`config.mk`:
```
export PLATFORM = sky130hd
export DESIGN_NAME = vga_scanout
export DESIGN_NICKNAME = d
export VERILOG_FILES = /design/src/rtl/vga_scanout.sv
export SDC_FILE = /design/constraint.sdc
export NUM_CORES = 1
export LEC_CHECK = 0
export CORE_MARGIN = 2
export CORE_UTILIZATION = 49
export CTS_BUF_LIST = sky130_fd_sc_hd__clkbuf_2
export CTS_CLUSTER_SIZE = 14
export DETAILED_ROUTE_END_ITERATION = 12
export GPL_TIMING_DRIVEN = 0
export PLACE_DENSITY_LB_ADDON = 0.05
export SYNTH_ARGS = -nofsm -noshare
export SYNTH_HDL_FRONTEND = slang
export SYNTH_SLANG_ARGS = --single-unit
export TNS_END_PERCENT = 100
```
`constraint.sdc`:
```
create_clock -name clk -period 2 [get_ports clk]
set_clock_uncertainty 0.05 [all_clocks]
set_input_delay 0.2 -clock clk [delete_from_list [all_inputs] [get_ports clk]]
set_output_delay 0.2 -clock clk [all_outputs]
set_load 0.1 [all_outputs]
```
`src/rtl/vga_scanout.sv`:
```
// vga_scanout: 640x480@60 VGA timing generator that scans the snake-game cell grid
// out of dual-port VRAM (one byte per cell, RGB332).
// Optional feature macro: VGA_BORDER_EN -- forces a 1-pixel white frame around the
// visible area; when undefined no border logic exists.

module vga_scanout #(
  parameter int unsigned CLK_DIV    = 2,
  parameter int unsigned H_VISIBLE  = 640,
  parameter int unsigned H_FP       = 16,
  parameter int unsigned H_SYNC     = 96,
  parameter int unsigned H_BP       = 48,
  parameter int unsigned V_VISIBLE  = 480,
  parameter int unsigned V_FP       = 10,
  parameter int unsigned V_SYNC     = 2,
  parameter int unsigned V_BP       = 33,
  parameter int unsigned CELL_SHIFT = 4
) (
  input  logic        clk,
  input  logic        rst_n,
  input  logic [7:0]  vram_data,
  output logic [15:0] vram_rd_addr,
  output logic        hsync,
  output logic        vsync,
  output logic [2:0]  red,
  output logic [2:0]  green,
  output logic [1:0]  blue,
  output logic        frame_start
);

  localparam int unsigned CNT_W   = 10;
  localparam int unsigned DIV_W   = $clog2(CLK_DIV);
  localparam int unsigned H_TOTAL = H_VISIBLE + H_FP + H_SYNC + H_BP;
  localparam int unsigned V_TOTAL = V_VISIBLE + V_FP + V_SYNC + V_BP;

  localparam logic [DIV_W-1:0] DIV_LAST   = DIV_W'(CLK_DIV - 1);
  localparam logic [CNT_W-1:0] H_LAST     = CNT_W'(H_TOTAL - 1);
  localparam logic [CNT_W-1:0] V_LAST     = CNT_W'(V_TOTAL - 1);
  localparam logic [CNT_W-1:0] H_VIS      = CNT_W'(H_VISIBLE);
  localparam logic [CNT_W-1:0] V_VIS      = CNT_W'(V_VISIBLE);
  localparam logic [CNT_W-1:0] V_VIS_LAST = CNT_W'(V_VISIBLE - 1);
  localparam logic [CNT_W-1:0] HS_START   = CNT_W'(H_VISIBLE + H_FP);
  localparam logic [CNT_W-1:0] HS_END     = CNT_W'(H_VISIBLE + H_FP + H_SYNC);
  localparam logic [CNT_W-1:0] VS_START   = CNT_W'(V_VISIBLE + V_FP);
  localparam logic [CNT_W-1:0] VS_END     = CNT_W'(V_VISIBLE + V_FP + V_SYNC);

  logic [DIV_W-1:0] div_cnt;
  logic [CNT_W-1:0] h_cnt;
  logic [CNT_W-1:0] v_cnt;
  logic             pix_en_c;
  logic             visible_c;
  logic             hs_raw_c;
  logic             vs_raw_c;
  logic             frame_edge_c;
  logic [4:0]       row_c;
  logic [5:0]       col_c;
  logic             visible_q;
  logic             hs_q;
  logic             vs_q;
  logic [7:0]       pix_c;

  assign pix_en_c     = (div_cnt == '0);
  assign visible_c    = (h_cnt < H_VIS) && (v_cnt < V_VIS);
  assign hs_raw_c     = !((h_cnt >= HS_START) && (h_cnt < HS_END));
  assign vs_raw_c     = !((v_cnt >= VS_START) && (v_cnt < VS_END));
  assign frame_edge_c = pix_en_c && (h_cnt == H_LAST) && (v_cnt == V_VIS_LAST);
  assign row_c        = 5'(v_cnt >> CELL_SHIFT);
  assign col_c        = 6'(h_cnt >> CELL_SHIFT);

  // Pixel-clock divider: pix_en fires when the divider sits at 0.
  always_ff @(posedge clk or negedge rst_n) begin
    if (!rst_n) begin
      div_cnt <= '0;
    end else if (div_cnt == DIV_LAST) begin
      div_cnt <= '0;
    end else begin
      div_cnt <= div_cnt + DIV_W'(1);
    end
  end

  // Raster counters: h wraps at the line end and advances v, v wraps at the frame end.
  always_ff @(posedge clk or negedge rst_n) begin
    if (!rst_n) begin
      h_cnt <= '0;
      v_cnt <= '0;
    end else if (pix_en_c) begin
      if (h_cnt == H_LAST) begin
        h_cnt <= '0;
        v_cnt <= (v_cnt == V_LAST) ? '0 : v_cnt + CNT_W'(1);
      end else begin
        h_cnt <= h_cnt + CNT_W'(1);
      end
    end
  end

  // Stage 0: issue the cell read and capture the per-pixel attributes that travel with it.
  always_ff @(posedge clk or negedge rst_n) begin
    if (!rst_n) begin
      vram_rd_addr <= '0;
      visible_q    <= 1'b0;
      hs_q         <= 1'b1;
      vs_q         <= 1'b1;
    end else if (pix_en_c) begin
      vram_rd_addr <= {5'b0, row_c, col_c};
      visible_q    <= visible_c;
      hs_q         <= hs_raw_c;
      vs_q         <= vs_raw_c;
    end
  end

`ifdef VGA_BORDER_EN
  logic border_c;
  logic border_q;

  assign border_c = (h_cnt == '0) || (h_cnt == H_VIS - CNT_W'(1)) ||
                    (v_cnt == '0) || (v_cnt == V_VIS_LAST);

  // Border flag rides alongside the read so the white frame keeps the same latency.
  always_ff @(posedge clk or negedge rst_n) begin
    if (!rst_n) begin
      border_q <= 1'b0;
    end else if (pix_en_c) begin
      border_q <= border_c;
    end
  end

  assign pix_c = visible_q ? (border_q ? 8'hFF : vram_data) : 8'h00;
`else
  assign pix_c = visible_q ? vram_data : 8'h00;
`endif

  // Stage 1: colour and sync leave together, one pixel tick behind the counters.
  always_ff @(posedge clk or negedge rst_n) begin
    if (!rst_n) begin
      red   <= '0;
      green <= '0;
      blue  <= '0;
      hsync <= 1'b1;
      vsync <= 1'b1;
    end else if (pix_en_c) begin
      {red, green, blue} <= pix_c;
      hsync              <= hs_q;
      vsync              <= vs_q;
    end
  end

  // One-clock pulse as the raster enters vertical blanking.
  always_ff @(posedge clk or negedge rst_n) begin
    if (!rst_n) begin
      frame_start <= 1'b0;
    end else begin
      frame_start <= frame_edge_c;
    end
  end

endmodule

```
After elaboration in Yosys (flattened, before gate mapping)
Cells that the tools add are included.
Word-level totals
  bits of input ports: 10
  output and inout port bits: 27
  word-level logic and storage cells: 38
  register bits: 46
Cells by class
  bitwise logic cells: 1
  reductions and logical operators: 8
  equal/unequal tests: 3
  order comparisons: 6
  add/subtract/negate cells: 3
  mux-type cells: 4
Operator list (count)
  10-bit by 1-bit adder with 10-bit output (second input constant): 2
  10-bit == test (second input constant): 2
  10-bit less-than comparator (second input constant): 2
  10-bit by 9-bit less-than comparator with 1-bit output (second input constant): 2
  10-bit two-way mux: 2
  10-bit by 9-bit == test with 1-bit output (second input constant): 1
  10-bit >= comparator (second input constant): 1
  10-bit by 9-bit >= comparator with 1-bit output (second input constant): 1
  8-bit two-way mux: 1
  1-bit logical AND: 5
  1-bit logical NOT: 2
  2-bit AND reduction: 1
  1-bit adder (second input constant): 1
  1-bit two-way mux: 1
  1-bit NOT: 1

Logic depth before layout (Yosys ltp)
Gate-level depths: netlist of the first run.
  depth in word-level cells: 3
  gate-level depth with buffers: 6
  depth with buffers taken out: 5

Least setup slack after synthesis of the first run
Ideal clock, no wire load.
  kind: register to register
  start: register h_cnt[1]
  end: register v_cnt[5]
  stages on the path, launching flop included: 6
  slack: 44 ps
  path buffers: 0
  data arrival time: 1776 ps
  setup time: 130 ps
  required time: 1820 ps
  period minus slack after synthesis: 1956 ps
  path through: dfrtp_1 > ha_1 > nand4b_4 > or4b_4 > or3_4 > xnor2_2
On the way
  cells in the longest elaborated chain, start to end: 2
RTL lines
  from (decl): line 47  | logic [CNT_W-1:0] h_cnt;
  from (signal assigned): line 90  | h_cnt <= h_cnt + CNT_W'(1);
  10-bit == test: line 86  | if (h_cnt == H_LAST) begin
  2-bit AND reduction (no source line)
  to (signal assigned): line 88  | v_cnt <= (v_cnt == V_LAST) ? '0 : v_cnt + CNT_W'(1);
  to (decl): line 48  | logic [CNT_W-1:0] v_cnt;
No other way between the ends.
A chain may end at the register's enable or synchronous reset.

Final worst setup path of the first run
  start: register h_cnt[7]
  end: register v_cnt[5]
The elaborated chain is that of the path after synthesis.

==> results of run 1 <==
[area by class of cell]
type / count / area, sq um / area share [%]
sequential: 46 / 1156 / 43.08
multi-input combinational: 138 / 928.4 / 34.59
timing repair buffer: 37 / 347.8 / 12.96
buffer: 15 / 85.08 / 3.170
tap: 52 / 65.06 / 2.424
clock inverter: 2 / 37.54 / 1.399
inverter: 9 / 33.78 / 1.259
clock buffer: 6 / 30.03 / 1.119
[synthesized netlist by cell type, drive strengths merged (3+ instances only)]
library cell and instances:
a21oi 3, buf 8, clkbuf 8, dfrtp 42
dfstp 4, ha 4, inv 9, mux2 11
nand2 31, nand2b 4, nand3 6, nand4 5
nor2 10, nor3 3, o21ai 22, o2bb2ai 3
xnor2 5, xor2 5
[sequential cells by signal, indices dropped and copies added, names as in the netlist]
name,count
green,3
h_cnt,10
red,3
hs_q,1
hsync,1
vsync,1
blue,2
visible_q,1
v_cnt,10
frame_start,1
vram_rd_addr,11
vs_q,1
div_cnt,1
[timing repair]
item,CTS,global route
cloned,0,0
gates resized for setup,31,12
hold buffers,1,0
buffers inserted,4,0
endpoints found under the setup margin,33,18
pin swaps,3,1
endpoints found under the hold margin,42,0
[power by group through the flow]
stage                     combinational [mW]  sequential (mW)  clock [mW]
final                                  0.172            0.944       0.520
after CTS                              0.173            0.944       0.537
after detailed placement               0.177            0.960           0
after floorplan                       0.0571             1.02           0
after global placement                 0.173            0.960           0
after global routing                   0.182            0.947       0.568
[metrics by stage]
stage | power [mW] | instance area, sq um
3_3_place_gp | 1.133 | 2534
5_1_grt | 1.697 | 2684
2_1_floorplan | 1.079 | 2158
6_report | 1.637 | 2684
4_1_cts | 1.654 | 2661
3_5_place_dp | 1.137 | 2549
[kinds of logic after synthesis]
group | count (synthesis) | synth area share (%)
AO/OA/AOI/OAI | 32 | 8.582
XOR/XNOR | 10 | 4.437
adder cells (fa/ha/maj) | 4 | 2.335
buffers and inverters | 25 | 5.429
flip-flops | 46 | 53.94
multiplexers | 11 | 5.779
other | 1 | 0.1750
AND/OR/NAND/NOR | 76 | 19.32
[critical path: stages (launching register included)]
cell     delay (ns)
dfrtp_1        0.51
and4b_1        0.33
or4b_4         0.50
or3_4          0.35
xnor2_2        0.13
[metal layers]
metal	vias to the layer above	wire, um	share of wire (%)
li1	780	-	-
met1	767	2039	50
met2	41	1791	43
met3	8	215	5.2
met4	0	73	1.8
met5	-	0	0
[final timing paths]
check | to | slack [ns] | cells after the start
max | v_cnt[5] | 0.04 | 4
min | h_cnt[0] | 0.12 | 2
max reg2reg | v_cnt[5] | 0.04 | 4
min reg2reg | hs_q | 0.45 | 2
max in group asynchronous | vsync | 1.24 | 3
min in group clk | red[2] | 0.24 | 3
==> summary.txt, run 1 <==
GRT
  – First-pass GRT wire length: between 7000 and 8000 um
  – Met1 GRT Util: 27.58%
  – Remaining global-route overflow: 0
  – Met2 Usage GRT: 26.46%
  – Largest net degree at the start of global routing: 34
  – Global routing usage on met3: under 10%
  – Most Used Layer, Global Route: met1
  – GRT Total Usage: 18.43%
  – Initial antenna violation count: 0
  – Vias in the first global route: between 1000 and 1500

Timing
  – Max Freq: 0.5096 GHz
  – Final Max Slew Viols: 0
  – Setup TNS: 0 ns
  – Final Hold Vio Count: 0
  – WHS: 0.1173 ns
  – Period minus WS final: 1.962 ns
  – Final setup margin: roughly 0.038 ns
  – Unrepaired setup endpoints after global routing: yes
  – Slew of the pin with the lowest slew margin: 0.9539 ns
  – Rel. slew slack: 36.66%
  – Tcrit/Tclk final: 98.11%
  – Final setup fails: 0

Flow run
  – Max cap viols: 0

Drt
  – ANT nets after route: 0
  – Drt total wl: 4119 um
  – First DRT Iteration DRCs: 88
  – Vias per cell: 5.233
  – Drt pass-1 iters: 4
  – Via count: 1596
  – Routed len/inst: 13.50 um
  – DRC: 0

Clocking
  – Num Clock Sinks: 46
  – Clock-pin slew on the worst setup and hold paths: 0.24 ns
  – Root buffer cell: clkbuf_2
  – TritonCTS buffer count: 5
  – H-tree Lvls: 2
  – TritonCTS clock tree: yes
  – Worst-Skew Late Latency: 0.42 ns
  – Longest Clk Path Bufs: 2

Place
  – Port Buffers: 31
  – Pre-CTS setup slack: -0.1864 ns
  – HPWL Detailed: 2835 um
  – GP Congestion: 0.8243
  – Placed insts: 293

Yosys
  – Syn Inst Count: 205
  – Primary FF master, synth: dfrtp_1
  – Mapped Avg Cell Area: 10.46 sq um
  – Ys Warns: 0
  – Synth area leader: dfrtp_1
  – Seq/Total Area, Yosys: 53.94%
  – EDFF count, synth: 0
  – Cell Area, Synth: 2143 sq um
  – FFs w/ async S/R, synth: 100.0%
  – Area contributors post-synth: dfrtp_1 49%, mux2_2 5.8%, nand2_1 5.4%, o21ai_0 5.1%, dfstp_2 4.9%
  – Share of the synthesized area in the top cell type: 49.04%
  – #FFs+latches synth: 46
  – Yosys cell types: 39

Die
  – Core area: ~4300 sq um
  – Chip width: 70.14 um
  – Starting Density: 49.91%
  – Row count: 24
  – Die H: about 70 um
  – Io pins: 37
  – Total die area: 4919 sq um

Final layout
  – Final net count: 266
  – Area grow syn2layout: 25.22%
  – Fillers: roughly 370
  – Final Util: 62.50%
  – Antenna cells: 0
  – Layout cells sized above 1: 18.97%
  – Layout Cells excl Fill: 305
  – Commonest non-fill, non-tap cell in the layout: dfrtp_1
  – Most frequent cells in the layout: 42 x dfrtp_1, 31 x nand2_1, 22 x o21ai_0, 12 x dlygate4sd2_1, 11 x mux2_2

Critical path
  – Setup crit start: h_cnt[7]
  – Reg2Reg Launch Point: h_cnt[7]
  – Setup crit end kind: flop
  – Crit path arrival time: 2.25 ns
  – Crit start category: flop
  – CP required: 2.29 ns
  – Crit Path Class: reg2reg
  – Crit Path Max Fanout: 6

Worst hold path
  – Worst min path class: in2async

Power and ir drop
  – Combinational group share of total power: 10.5%
  – Pwr Density: 609.9 nW/um^2
  – Maximum vdd drop: 485.6 uV
  – Seq pwr share: between 50 and 60%
  – P_leak: 1.284 nW
  – Internal power: between 1 and 1.5 mW
  – Clk network pwr share: 31.8%
  – Sw Pwr: about 0.44 mW
  – Net Sw Frac: 26.92%

Run status
  – Status: completed
Power figures use the tool's default switching activity.
==> inputs of run 2 (changes only) <==
Settings changed: GPL_TIMING_DRIVEN 0 to unset, SETUP_SLACK_MARGIN set to 0.1.
==> summary.txt, run 2 (synthesis gave the netlist of run 1 again) <==
Run status
  – Status: completed (unchanged)

Critical path
  – Crit path max-delay family: simple AND/OR/NAND/NOR gates (unchanged)
  – Slowest cell on the critical path: or4b_4 (was dfrtp_1)
  – Setup crit end kind: flop (unchanged)
  – Worst Reg-to-Reg Cells: 5 (was 4)
  – CP Buf/Inv Count: 0 (unchanged)
  – Crit Path Max Fanout: 3 (was 6)
  – Crit path depth: 5 (was 4)
  – CP required: 2.28 ns (was 2.29 ns)
  – Worst R2R Setup Slack: 0.09 ns (was 0.04 ns)
  – Crit Path Class: reg2reg (unchanged)
  – Cell Chain, Critical Path: ha_4, nand4b_4, or4b_4, or3_4, xnor2_2 (was and4b_1, or4b_4, or3_4, xnor2_2)
  – Crit path arrival time: 2.19 ns (was 2.25 ns)
  – Largest stage delay on the critical path: 0.55 ns (was 0.51 ns)
  – Crit start category: flop (unchanged)

Power and ir drop
  – Pwr Density: 619.0 nW/um^2 (was 609.9 nW/um^2)
  – P_leak: 1.244 nW (was 1.284 nW)
  – Maximum vdd drop: 412.5 uV (was 485.6 uV)
  – Total Power: 1.602 mW (was 1.637 mW)

Final layout
  – Max reg flops: 11 (unchanged)
  – Commonest non-fill, non-tap cell in the layout: dfrtp_1 (unchanged)
  – Area grow syn2layout: 20.78% (was 25.22%)
  – Biggest regs: vram_rd_addr: 11 flops, h_cnt: 10 flops, v_cnt: 10 flops (unchanged)
  – Antenna cells: 0 (unchanged)
  – Footprint of the multi-input gates: 913.4 sq um (was 928.4 sq um)
  – Seq. cell area: 1156 sq um (unchanged)
  – Fillers: 381 (was 365)
  – Final net count: 259 (was 266)
  – Most flop-heavy register: vram_rd_addr (unchanged)
  – Layout cells sized above 1: 26.12% (was 18.97%)
  – Most frequent cells in the layout: 42 x dfrtp_1, 34 x buf_4, 31 x nand2_1, 22 x o21ai_0, 11 x mux2_2 (was 42 x dfrtp_1, 31 x nand2_1, 22 x o21ai_0, 12 x dlygate4sd2_1, 11 x mux2_2)

Place
  – GP Congestion: 0.9062 (was 0.8243)
  – HPWL Detailed: 2963 um (was 2835 um)
  – Port Buffers: 31 (unchanged)

Clocking
  – Clock-pin slew on the worst setup and hold paths: 0.23 ns (was 0.24 ns)
  – Longest Clk Path Bufs: 2 (unchanged)
  – Root buffer cell: clkbuf_2 (unchanged)
  – TritonCTS buffer count: 5 (unchanged)
  – TritonCTS clock tree: yes (unchanged)
  – Worst-Skew Late Latency: 0.42 ns (about the same)
  – Num Clock Sinks: 46 (unchanged)
  – H-tree Lvls: 2 (unchanged)

Drt
  – Vias per cell: 5.411 (was 5.233)
  – Via count: 1607 (was 1596)
  – Routed len/inst: 14.75 um (was 13.50 um)
  – DRC: 0 (unchanged)
  – First DRT Iteration DRCs: 86 (was 88)
  – Drt pass-1 iters: 6 (was 4)
  – ANT nets after route: 0 (unchanged)
  – Drt total wl: 4382 um (was 4119 um)

GRT
  – GRT Total Usage: 18.76% (was 18.43%)
  – Largest net degree at the start of global routing: 47 (was 34)
  – First-pass GRT wire length: 7327 um (was 7141 um)
  – Remaining global-route overflow: 0 (unchanged)
  – Vias in the first global route: 1646 (was 1456)
  – Initial antenna violation count: 0 (unchanged)

Flow run
  – Max cap viols: 0 (unchanged)

Die
  – Chip width: 70.14 um (unchanged)
  – Io pins: 37 (unchanged)
  – Core area: 4294 sq um (unchanged)
  – Die H: 70.14 um (unchanged)
  – Starting Density: 49.91% (unchanged)
  – Row count: 24 (unchanged)
  – Total die area: 4919 sq um (unchanged)

Timing
  – Final Hold Vio Count: 0 (unchanged)
  – Final setup fails: 0 (unchanged)
  – Period minus WS final: 1.909 ns (was 1.962 ns)
  – Setup TNS: 0 ns (unchanged)
  – Slew of the pin with the lowest slew margin: 0.5766 ns (was 0.9539 ns)
  – Final Max Slew Viols: 0 (unchanged)
  – Tcrit/Tclk final: 95.45% (was 98.11%)
  – Unrepaired setup endpoints after global routing: yes (unchanged)
  – Max Freq: 0.5238 GHz (was 0.5096 GHz)
  – Rel. slew slack: 61.56% (was 36.66%)

Worst hold path
  – Worst min path class: in2reg (was in2async)
  – Hold path cells: 3
[run 2: changes by cell type in the layout (fill, tap and decap cells not counted), sizes merged]
cell / delta
clkbuf: -9
buf: +22
clkinv: +1
clkinvlp: -1
clkdlybuf4s15: -9
dlygate4sd2: -12
[run 2: tightest hold or removal path: stages]
cell             delay [ns]
clkdlybuf4s50_1        0.39
nand2_1                0.06
o21ai_0                0.06
[run 2: per-stage QoR]
stage,utilization (%),std cells,hold slack [ns],setup slack (ns),instance area [sq um]
after floorplan,-,209,-0.1456,0.1248,2171
after global placement,57.55,285,0.2615,0.1468,2471
after detailed placement,57.55,285,0.2733,0.07493,2471
after CTS,59.64,295,0.2502,0.1085,2561
after global routing,60.29,297,0.2527,0.07397,2589
final,60.29,297,0.2625,0.09100,2589
[run 2: routing by layer]
layer | track usage [%] | routed length (um) | vias to the layer above
li1 | - | - | 768
met1 | 24.40 | 1980 | 773
met2 | 29.52 | 2057 | 55
met3 | 5.051 | 267 | 11
met4 | 8.333 | 76 | 0
met5 | 0 | 0 | -
[run 2: what timing repair did]
item	in CTS	in global routing
endpoints found under the setup margin	3	6
cloned	0	0
pin swaps	0	1
hold buffers	1	0
gates resized for setup	1	2
setup buffers	2	2
endpoints found under the hold margin	42	0
[run 2: worst paths after layout]
path,startpoint,end
max,h_cnt[0],v_cnt[5]
min,vram_data[1],blue[1]
max reg2reg,h_cnt[0],v_cnt[5]
min reg2reg,hs_q,hs_q
max in group asynchronous,rst_n,vram_rd_addr[7]
min in group asynchronous,rst_n,h_cnt[7]
[run 2: cell type report]
| cell class | count | share of cell area, % |
|---|---|---|
| clock buffer | 5 | 0.9667 |
| clock inverter | 2 | 1.305 |
| inverter | 9 | 1.305 |
| multi-input combinational | 138 | 35.28 |
| sequential | 46 | 44.66 |
| tap | 52 | 2.513 |
| timing repair buffer | 45 | 13.97 |
[run 2: power by group]
group	internal, mW	total [mW]	switching, mW	leakage, nW
registers	0.940	0.945	0.00454	0.580
logic	0.0322	0.163	0.131	0.627
clock network	0.201	0.494	0.293	0.0365
total	1.17	1.60	0.429	1.24
==> inputs of run 3 (changes only) <==
Settings changed: CORE_MARGIN 2 to unset.
==> summary.txt, run 3 (synthesis gave the netlist of run 1 again) <==
Place
  – Pre-CTS setup slack: 0.09239 ns (was 0.07493 ns)
  – HPWL Detailed: 3020 um (was 2963 um)
  – Placed insts: 285 (unchanged)
  – Port Buffers: 31 (unchanged)
  – GP Congestion: 0.7806 (was 0.9062)

Drt
  – First DRT Iteration DRCs: 90 (was 86)
  – Vias per cell: 5.332 (was 5.411)
  – DRC: 0 (unchanged)
  – Routed len/inst: 14.40 um (was 14.75 um)
  – ANT nets after route: 0 (unchanged)
  – Drt total wl: 4290 um (was 4382 um)
  – Via count: 1589 (was 1607)
  – Drt pass-1 iters: 4 (was 6)

Die
  – Total die area: 4642 sq um (was 4919 sq um)
  – Chip width: 68.14 um (was 70.14 um)
  – Io pins: 37 (unchanged)
  – Core area: 4086 sq um (was 4294 sq um)
  – Die H: 68.14 um (was 70.14 um)
  – Row count: 23 (was 24)
  – Starting Density: 52.45% (was 49.91%)

Clocking
  – Longest Clk Path Bufs: 2 (unchanged)
  – TritonCTS buffer count: 5 (unchanged)
  – Num Clock Sinks: 46 (unchanged)
  – Clock-pin slew on the worst setup and hold paths: 0.21 ns (was 0.23 ns)
  – TritonCTS clock tree: yes (unchanged)
  – Worst-Skew Late Latency: 0.41 ns (was 0.42 ns)
  – Root buffer cell: clkbuf_2 (unchanged)
  – H-tree Lvls: 2 (unchanged)

Final layout
  – Final net count: 261 (was 259)
  – Layout Cells excl Fill: 298 (was 297)
  – Most frequent cells in the layout: 41 x dfrtp_1, 37 x buf_4, 31 x nand2_1, 22 x o21ai_0, 11 x mux2_2 (was 42 x dfrtp_1, 34 x buf_4, 31 x nand2_1, 22 x o21ai_0, 11 x mux2_2)
  – Commonest non-fill, non-tap cell in the layout: dfrtp_1 (unchanged)
  – Antenna cells: 0 (unchanged)
  – Layout cells sized above 1: 27.82% (was 26.12%)
  – Biggest regs: vram_rd_addr: 11 flops, h_cnt: 10 flops, v_cnt: 10 flops (unchanged)
  – Most flop-heavy register: vram_rd_addr (unchanged)
  – Max reg flops: 11 (unchanged)
  – Area grow syn2layout: 20.20% (was 20.78%)

Critical path
  – Slowest cell on the critical path: or4b_4 (unchanged)
  – R2r endpoint: v_cnt[5] (unchanged)
  – Setup crit end kind: flop (unchanged)
  – CP required: 2.28 ns (about the same)
  – Crit Path Class: reg2reg (unchanged)
  – Worst R2R Setup Slack: 0.15 ns (was 0.09 ns)
  – Crit start category: flop (unchanged)
  – Crit path arrival time: 2.12 ns (was 2.19 ns)
  – Crit Path Max Fanout: 3 (unchanged)
  – Worst Reg-to-Reg Cells: 5 (unchanged)
  – Reg2Reg Launch Point: h_cnt[1] (was h_cnt[0])
  – Largest stage delay on the critical path: 0.52 ns (was 0.55 ns)
  – Cell Chain, Critical Path: ha_4, nand4b_4, or4b_4, or3_4, xnor2_2 (unchanged)

Run status
  – Status: completed (unchanged)

GRT
  – Largest net degree at the start of global routing: 42 (was 47)
  – Initial antenna violation count: 0 (unchanged)
  – Vias in the first global route: 1457 (was 1646)
  – First-pass GRT wire length: 6858 um (was 7327 um)
  – Remaining global-route overflow: 0 (unchanged)
  – GRT Total Usage: 20.62% (was 18.76%)

Power and ir drop
  – P_leak: 1.248 nW (was 1.244 nW)
  – Seq pwr share: 63.7% (was 59.0%)
  – Maximum vdd drop: 253.1 uV (was 412.5 uV)
  – Clk network pwr share: 25.1% (was 30.8%)
  – Pwr Density: 575.2 nW/um^2 (was 619.0 nW/um^2)
  – Net Sw Frac: 28.48% (was 26.76%)
  – Internal power: 1.060 mW (was 1.174 mW)
  – Sw Pwr: 0.4220 mW (was 0.4287 mW)
  – Combinational group share of total power: 11.2% (was 10.2%)

Timing
  – Final Hold Vio Count: 0 (unchanged)
  – Unrepaired setup endpoints after global routing: yes (unchanged)
  – Period minus WS final: 1.849 ns (was 1.909 ns)
  – Final setup margin: 0.1512 ns (was 0.09100 ns)
  – Final Max Slew Viols: 0 (unchanged)
  – Tcrit/Tclk final: 92.44% (was 95.45%)
  – Max Freq: 0.5409 GHz (was 0.5238 GHz)
  – Setup TNS: 0 ns (unchanged)
  – Final setup fails: 0 (unchanged)

Flow run
  – Max cap viols: 0 (unchanged)

Worst hold path
  – Worst min path class: in2async (was in2reg)
==> run 3: cell types whose count changed in the layout (fill, tap and decap cells not counted), sizes merged <==
cell    previous run  this run
clkbuf             5         6
buf               36        38
bufinv             1         0
clkinv             1         2
==> run 3: worst max-delay path by stage <==
stage             start       end  slack, ns  cells past startpoint
4_1_cts        h_cnt[0]  v_cnt[5]       0.11                      5
6_report       h_cnt[1]  v_cnt[5]       0.15                      5
5_1_grt        h_cnt[1]  v_cnt[5]        0.1                      5
3_5_place_dp   h_cnt[1]  v_cnt[4]       0.09                      6
3_3_place_gp   h_cnt[1]  v_cnt[5]       0.14                      5
2_1_floorplan   div_cnt  v_cnt[5]       0.12                      5
==> run 3: cell type report <==
class	instances	area (sq um)
Tap cell	50	62.56
Timing Repair Buffer	47	372.9
Clock buffer	6	30.03
Inverter	9	33.78
Fill cell	338	1510
Sequential cell	46	1157
Clock inverter	2	8.758
Multi-Input combinational cell	138	910.9
==> run 3: power groups by stage <==
| stage | clock network, mW | logic, mW | registers [mW] |
|---|---|---|---|
| 6_report | 0.371 | 0.166 | 0.944 |
| 2_1_floorplan | 0 | 0.0571 | 1.02 |
| 5_1_grt | 0.427 | 0.175 | 0.946 |
| 4_1_cts | 0.388 | 0.168 | 0.945 |
| 3_3_place_gp | 0 | 0.164 | 0.960 |
| 3_5_place_dp | 0 | 0.166 | 0.960 |
==> run 3: critical path, delay by kind of cell (launching register included) <==
kind	cells	cell delay, ns
flops	1	0.45
xor+xnor	1	0.13
simple gates	3	0.97
fa+ha+maj	1	0.17
==> run 3: per-layer routing <==
metal / GRT usage [%] / vias up / part of all wire [%]
met3: 5.500 / 4 / 5.8
met4: 6.250 / 0 / 0.70
li1: - / 772 / -
met2: 32.23 / 54 / 47
met5: 0 / - / 0
met1: 27.91 / 759 / 47
==> run 3: repair_timing <==
action	CTS	global route
hold buffers	1	0
pin swaps	0	2
buffers inserted	2	2
endpoints found under the setup margin	2	8
resized for setup	0	3
hold endpoints to repair	16	0
==> run 3: stage by stage <==
stage / hold WS (ns) / power [mW] / cell area [sq um] / util [%]
after floorplan: -0.1456 / 1.079 / 2171 / -
after global placement: 0.1000 / 1.124 / 2484 / 60.78
after detailed placement: 0.1068 / 1.127 / 2484 / 60.78
after CTS: 0.1546 / 1.501 / 2547 / 62.34
after global routing: 0.1653 / 1.548 / 2576 / 63.04
final: 0.1689 / 1.482 / 2576 / 63.04
